===== config.mk =====
export PLATFORM = sky130hd
export DESIGN_NAME = addr_add_arbiter
export DESIGN_NICKNAME = d
export VERILOG_FILES = /design/src/rtl/addr_add_arbiter.sv
export SDC_FILE = /design/constraint.sdc
export NUM_CORES = 1
export LEC_CHECK = 0
export ABC_AREA = 1
export BUFFER_PORTS_ARGS = -buffer_cell sky130_fd_sc_hd__buf_2
export CELL_PAD_IN_SITES_DETAIL_PLACEMENT = 1
export CELL_PAD_IN_SITES_GLOBAL_PLACEMENT = 1
export CORE_ASPECT_RATIO = 1.2
export CORE_MARGIN = 5
export CORE_UTILIZATION = 28
export CTS_BUF_LIST = sky130_fd_sc_hd__clkbuf_4 sky130_fd_sc_hd__clkbuf_8 sky130_fd_sc_hd__clkbuf_16
export DETAILED_ROUTE_END_ITERATION = 7
export MAX_ROUTING_LAYER = met4
export PLACE_DENSITY = 0.92
export SLEW_MARGIN = 20
export SYNTH_ARGS = -nofsm -noshare
export SYNTH_HDL_FRONTEND = slang
export SYNTH_HIERARCHICAL = 1
export SYNTH_SLANG_ARGS = --single-unit
export TNS_END_PERCENT = 30

===== constraint.sdc =====
create_clock -name clk -period 3.4 [get_ports clk]
set_clock_uncertainty 0.15 [all_clocks]
set_input_delay 0.17 -clock clk [delete_from_list [all_inputs] [get_ports clk]]
set_output_delay 0.17 -clock clk [all_outputs]
set_load 0.03 [all_outputs]

===== src/rtl/addr_add_arbiter.sv =====
// Round-robin share of one 32-bit adder among NUM_REQ requesters; 1-cycle registered tagged response.
// A held response (rsp_valid && !rsp_ready) blocks all grants; consume and reload happen on the same edge.
module adder32b (
  input  logic [31:0] a,
  input  logic [31:0] b,
  output logic [31:0] sum
);
  assign sum = a + b;
endmodule

module addr_add_arbiter #(
  parameter int NUM_REQ = 4,
  parameter int ID_W    = 2
) (
  input  logic                  clk,
  input  logic                  rst_n,
  input  logic [NUM_REQ-1:0]    req_valid,
  input  logic [32*NUM_REQ-1:0] req_a,
  input  logic [32*NUM_REQ-1:0] req_b,
  output logic [NUM_REQ-1:0]    req_ready,
  output logic                  rsp_valid,
  input  logic                  rsp_ready,
  output logic [31:0]           rsp_sum,
  output logic [ID_W-1:0]       rsp_id
);
  localparam int PTR_W = (NUM_REQ > 1) ? $clog2(NUM_REQ) : 1;

  logic [PTR_W-1:0] ptr;
  logic [PTR_W-1:0] gnt;
  logic [PTR_W-1:0] ptr_nxt;
  logic             can_accept;
  logic             any_vld;
  logic             xfer;
  logic [31:0]      op_a;
  logic [31:0]      op_b;
  logic [31:0]      sum;

  // Scan from the pointer upward, wrapping; the first valid requester wins.
  always_comb begin
    int               idx;
    logic             found;
    logic [PTR_W-1:0] idx_w;
    gnt   = '0;
    found = 1'b0;
    idx   = 0;
    idx_w = '0;
    for (int k = 0; k < NUM_REQ; k++) begin
      idx   = (int'(ptr) + k) % NUM_REQ;
      idx_w = PTR_W'(idx);
      if (!found && req_valid[idx_w]) begin
        found = 1'b1;
        gnt   = idx_w;
      end
    end
  end

  assign can_accept = !rsp_valid || rsp_ready;
  assign any_vld    = |req_valid;

  // rst_n gates req_ready so nothing is accepted while the response register is held in reset.
  always_comb begin
    req_ready = '0;
    for (int i = 0; i < NUM_REQ; i++) begin
      req_ready[i] = rst_n && can_accept && any_vld && (gnt == PTR_W'(i));
    end
  end

  assign xfer    = |req_ready;
  assign op_a    = req_a[32*gnt +: 32];
  assign op_b    = req_b[32*gnt +: 32];
  assign ptr_nxt = (int'(gnt) == NUM_REQ - 1) ? '0 : gnt + 1'b1;

  adder32b u_adder (
    .a   (op_a),
    .b   (op_b),
    .sum (sum)
  );

  always_ff @(posedge clk or negedge rst_n) begin
    if (!rst_n) begin
      rsp_valid <= 1'b0;
      rsp_sum   <= '0;
      rsp_id    <= '0;
      ptr       <= '0;
    end else if (xfer) begin
      rsp_valid <= 1'b1;
      rsp_sum   <= sum;
      rsp_id    <= ID_W'(gnt);
      ptr       <= ptr_nxt;
    end else if (rsp_ready) begin
      rsp_valid <= 1'b0;
    end
  end
endmodule


# Word level (Yosys, flattened, before mapping)
# Index checks and enable logic that the tools add are counted.
dict set report word_totals {
  reg_bits 37
  elab_cells 55
  output_inout_bits 39
  ramBits 0
  latch_bits 0
  in_bits 263
  romBits 0
  memories 0
}
dict set report op_classes {
  shifts 2
  bitwise_logic 0
  order_cmp 4
  n_eq_ne 4
  n_reduce_logical 18
  div 0
  mul 0
  n_addsub 5
  mux 18
}
# op n
set op_table {}
lappend op_table {{128-bit by 8-bit indexed part select with 32-bit output} 2}
lappend op_table {{32-bit adder} 1}
lappend op_table {{2-bit by 3-bit less-than comparator with 1-bit output, second input constant} 4}
lappend op_table {{2-bit two-way mux} 5}
lappend op_table {{1-bit logical AND} 9}
lappend op_table {{1-bit two-way mux} 9}
lappend op_table {{1-bit binary-select mux with 2-bit select} 4}
lappend op_table {{4-bit OR reduction} 2}
lappend op_table {{2-bit by 1-bit adder with 2-bit output, second input constant} 2}
lappend op_table {{2-bit adder, second input constant} 2}
lappend op_table {{2-bit by 1-bit == test with 1-bit output, second input constant} 2}
lappend op_table {{2-bit == test, second input constant} 2}
lappend op_table {{1-bit logical NOT} 4}
lappend op_table {{2-bit logical NOT} 1}
lappend op_table {{2-bit nonzero test} 1}
lappend op_table {{1-bit logical OR} 1}

# Logic depth before layout (Yosys ltp)
dict set report logic_depth {
  depth_word 16
  depth_mapped 31
  ltp_nobuf 28
}

# Cells and area by module
# The synthesis kept the hierarchy.
# mod n_inst area_per_inst_um2 cells_each
set by_module_without_submodules {}
lappend by_module_without_submodules {addr_add_arbiter 1 4359.2 856}
lappend by_module_without_submodules {adder32b 1 2384.8 494}

# Worst setup path after synthesis
# OpenSTA, ideal clock, no wires.
dict set report synth_path {
  path_kind {reg-to-reg}
  from {reg ptr[0]}
  to {reg rsp_sum[28]}
  arrival_time_ps 3047
  required_ps 3133
  stages_incl_launch_ff 31
  synth_period_minus_slack_ps 3314
  setup_ps 117
  slack_ps 86
  path_buffers 4
  path_cell_list {dfrtp_1 -> buf_6 -> inv_2 -> buf_6 -> nand2_1 -> nand3_2 -> nand2_2 -> inv_2 -> nand3_1 -> nand3_1 -> nand2_2 -> buf_6 -> buf_6 -> nand2_1 -> nand2_1 -> nand2_1 -> nand2_1 -> ha_1 -> fa_1 -> nand3_1 -> nand3_2 -> nand2_1 -> nand2_2 -> nand2_1 -> nand2_2 -> nand2_1 -> nand2_1 -> nand2_1 -> nand2_1 -> nand2_1 -> nand2_1}
}
dict set report synth_via {
  elab_cells_between_ends 36
}
# item line_no
set synth_rtl {}
lappend synth_rtl {{start, declared} 28} ;# logic [PTR_W-1:0] ptr;
lappend synth_rtl {{start signal, assigned} 89} ;# ptr <= ptr_nxt;
lappend synth_rtl {{parallel branches: the longest is 11 deep, another holds 2-bit by 1-bit adder with 2-bit output} n/a}
lappend synth_rtl {{2-bit two-way mux (*)} 50} ;# if (!found && req_valid[idx_w]) begin
lappend synth_rtl {{128-bit by 8-bit indexed part select with 32-bit output (*)} 69} ;# assign op_a = req_a[32*gnt +: 32];
lappend synth_rtl {{net op_a[0]} 34} ;# logic [31:0] op_a;
lappend synth_rtl {{32-bit adder (*)} 8} ;# assign sum = a + b;
lappend synth_rtl {{net sum[28]} 36} ;# logic [31:0] sum;
lappend synth_rtl {{end signal, assigned} 87} ;# rsp_sum <= sum;
lappend synth_rtl {{end, declared} 23} ;# output logic [31:0] rsp_sum,
# Mark *: on every way through the listed nets, which the timed path passes. The select of a mux whose other input is x is not followed.
# A chain may end at the register's enable or synchronous reset.

# Worst setup path in the final report
dict set report layout_path {
  from {reg ptr[0]}
  to {reg rsp_sum[19]}
}
# The elaborated chain is that of the path after synthesis.

==> run_results.csv <==
group,metric,value,unit
floorplanning,die-width,152,µm
outcome,status,"finished with violations",
sta,rsz0062_at_grt,"true",
detailed_routing,drc_errors,0,
sta,fmaxAchievable,0.262,GHz
detailed_routing,vias,10075,
cells_and_area,area_growth,51.7,%
setup_path,r2r-start,"ptr[0]",
detailed_routing,antenna_left,0,
setup_path,critPathKind,"reg -> reg",
detailed_routing,drt-initial-drc-count,520,
yosys,synth_top_cell_by_area,"nand2_1",
yosys,ys_seq_elements,37,
sta,finalHoldViolations,0,
setup_path,path_max_fanout,30,
yosys,syn-cell-area,6740,µm²
floorplanning,coreArea,23800,µm²
detailed_routing,drt_pass1_iterations,5,
setup_path,regToRegSetupSlack,-0.41,ns
sta,slew_headroom,67.9,%
hold_path,whs_path_depth,6,
sta,post-route-period-util,112,%
sta,fin_crit,3.81,ns
floorplanning,rows,62,
floorplanning,die_h,180,µm
cells_and_area,multiInputGateArea,5690,µm²
place,routabilityCongestion,0.938,
clock_network,cts_tree,"built",
clock_network,cts_htree_levels,2,
hold_path,min_to,"ptr[0]",
yosys,yosys-top-cells-area,"nand2_1, dfrtp_1, nand3_1, inv_1, ha_1",
yosys,seq_area_frac_synth,13.7,%
sta,setup_violations,28,
floorplanning,ios,302,
hold_path,hp-class,"in -> reg",
setup_path,rr_worst_depth,26,
yosys,syn_avg_cell_area,5.00,µm²
setup_path,worstPathArrival,3.84,ns
sta,slew_violations,0,
global_route,grt_util_all_layers,24.1,%
yosys,async_reset_ff_share,100,%
global_route,grt_start_max_net_pins,65,
setup_path,rr_endpoint,"rsp_sum[19]",
yosys,synth_cell_types,30,
hold_path,hp-start,"req_valid[2]",
yosys,netlist_instances,1350,
detailed_routing,wl,36900,µm
cells_and_area,fillers,3389,
global_route,grt.overflow.total,0,
yosys,synth_edf_count,0,
yosys,synthesis.nets,1645,
yosys,synth_ff_type,"dfrtp_1",
place,portBuffers,301,
floorplanning,start_util,28.3,%
global_route,grt_pass1_vias,10348,
place,place_hpwl,25800,µm
yosys,yosysWarnings,6,
sta,tightest_slew,0.482,ns
cells_and_area,fin_cells,2020,
clock_network,clockBufferDepth,2,
clock_network,root_buffer,"clkbuf_16",
yosys,synth_common_cells,"nand2_1, nand3_1, inv_1, nor2_1",
clock_network,path_clk_slew,0.06,ns
setup_path,startpoint_type,"register",
detailed_routing,via_per_inst,4.99,
cells_and_area,drive_gt1_share,35.0,%
cells_and_area,nets,1993,
clock_network,insertion_delay,0.28,ns
yosys,synth_top_area_share,44.9,%
run,drv_cap,0,
setup_path,worstPathRequired,3.43,ns
place,placed_area,9040,µm²
global_route,grt_first_pass_wirelength,52200,µm
sta,finalWorstSetupSlack,-0.413,ns
floorplanning,dieArea,27300,µm²
cells_and_area,final-seq-area,928,µm²
setup_path,end_kind,"register",
global_route,antenna_found_initial,1,
yosys,synth_most_common_cell,"nand2_1",
place,dp.cells,1993,
clock_network,cts_num_sinks,37,
cells_and_area,fin_area,10200,µm²
clock_network,cts_made_buffers,5,
outcome,violations,"negative setup slack",
detailed_routing,wl_per_cell,18.3,µm
==> layout make-up <==
class                   instances  area share (%)
well taps                     320            3.91
inverters                     127            4.68
clock buffers                   6            1.30
clock inverters                 2          0.0978
flip-flops and latches         37            9.07
repair buffers                404            25.3
multi-input cells            1122            55.6
diodes                          1          0.0245
repair inverters                1          0.0734
==> routing by layer <==
metal  GRT usage (%)  wire length [µm]
met1            30.0             15100
met5               -                 0
met2            41.0             18300
met4            7.41              1540
met3            2.16              1970
==> cells by family (layout without fill, tap and decap cells) <==
kind of cell | count (synthesis) | after routing | synth area share, %
other | 0 | 1 | 0
AOI/OAI and AO/OA | 26 | 26 | 2.11
buffers and inverters | 191 | 540 | 12.9
adders and majority gates | 32 | 32 | 6.05
xor gates and xnor gates | 16 | 16 | 2.08
and+or+nand+nor | 1048 | 1048 | 63.1
DFF | 37 | 37 | 13.7
==> critical path, cell delays in order (launching register included) <==
cell and delay [ns]:
dfrtp_2 0.49, clkinvlp_4 0.16, nand2_1 0.08, nand2_1 0.11, nand2_1 0.12, nand2_1 0.08
nand3_2 0.12, nand3_4 0.18, buf_6 0.18, buf_12 0.15, nand3_1 0.13, nand2_1 0.10
nand2_1 0.08, nand2_1 0.07, ha_1 0.31, nand2_2 0.08, buf_4 0.14, nor2_2 0.11
nand3_2 0.08, nand2_2 0.11, nand2_1 0.08, nand2_2 0.11, nand2_1 0.11, nand3_1 0.15
nand2_2 0.09, nand2_1 0.07, nand2_1 0.04
==> timing repair <==
action	CTS	global route
pin swaps	3	11
gates resized for setup	64	111
endpoints found under the setup margin	27	29
setup buffers	3	7
hold endpoints to repair	38	0
gates cloned	3	4
hold buffers	2	0
==> through the flow <==
stage | setup TNS [ns] | hold slack (ns) | setup WS (ns) | util [%]
6_report | -8.46 | 0.326 | -0.413 | 43.0
5_1_grt | -13.07 | 0.351 | -0.611 | 43.0
4_1_cts | -1.48 | 0.320 | -0.124 | 40.6
3_5_place_dp | -4.38 | 0.119 | -0.259 | 37.9
3_3_place_gp | -0.875 | 0.116 | -0.102 | 37.9
2_1_floorplan | 0 | -0.276 | 0.0861 | -
==> sequential cells by signal, summed over array words and instances (netlist names) <==
| signal | flops |
|---|---|
| rsp_sum | 32 |
| rsp_id | 2 |
| rsp_valid | 1 |
| ptr | 2 |
==> worst max-delay path by stage <==
| stage | from | end | slack [ns] | cells after the start |
|---|---|---|---|---|
| final | ptr[0] | rsp_sum[19] | -0.41 | 26 |
| after global routing | ptr[0] | rsp_sum[24] | -0.61 | 25 |
| after CTS | ptr[0] | rsp_sum[31] | -0.12 | 28 |
| after detailed placement | ptr[0] | rsp_sum[20] | -0.26 | 27 |
| after global placement | ptr[0] | rsp_sum[29] | -0.10 | 24 |
| after floorplan | ptr[0] | rsp_sum[28] | 0.09 | 30 |
==> cell usage in the layout (no fill, tap or decap), types with 3 or more instances in the layout <==
cell type  instances
buf_2            301
clkbuf_16          8
buf_4             76
ha_4              25
inv_1            114
nand2_4            6
inv_2             11
nand2_1          739
nor3_2             5
nand3_1          151
ha_1               5
nand3_2           10
nor2_1            31
buf_12            10
a21oi_1            7
dfrtp_1           35
xor2_2             8
buf_6              6
a21oi_2           13
nand4_1            5
nor2_2            16
xor2_1             6
nand2_2           79
buf_16             3
Power is left out: the tool's default activity adds up to more than one toggle a clock period on the data nets, which glitch-free logic cannot reach.
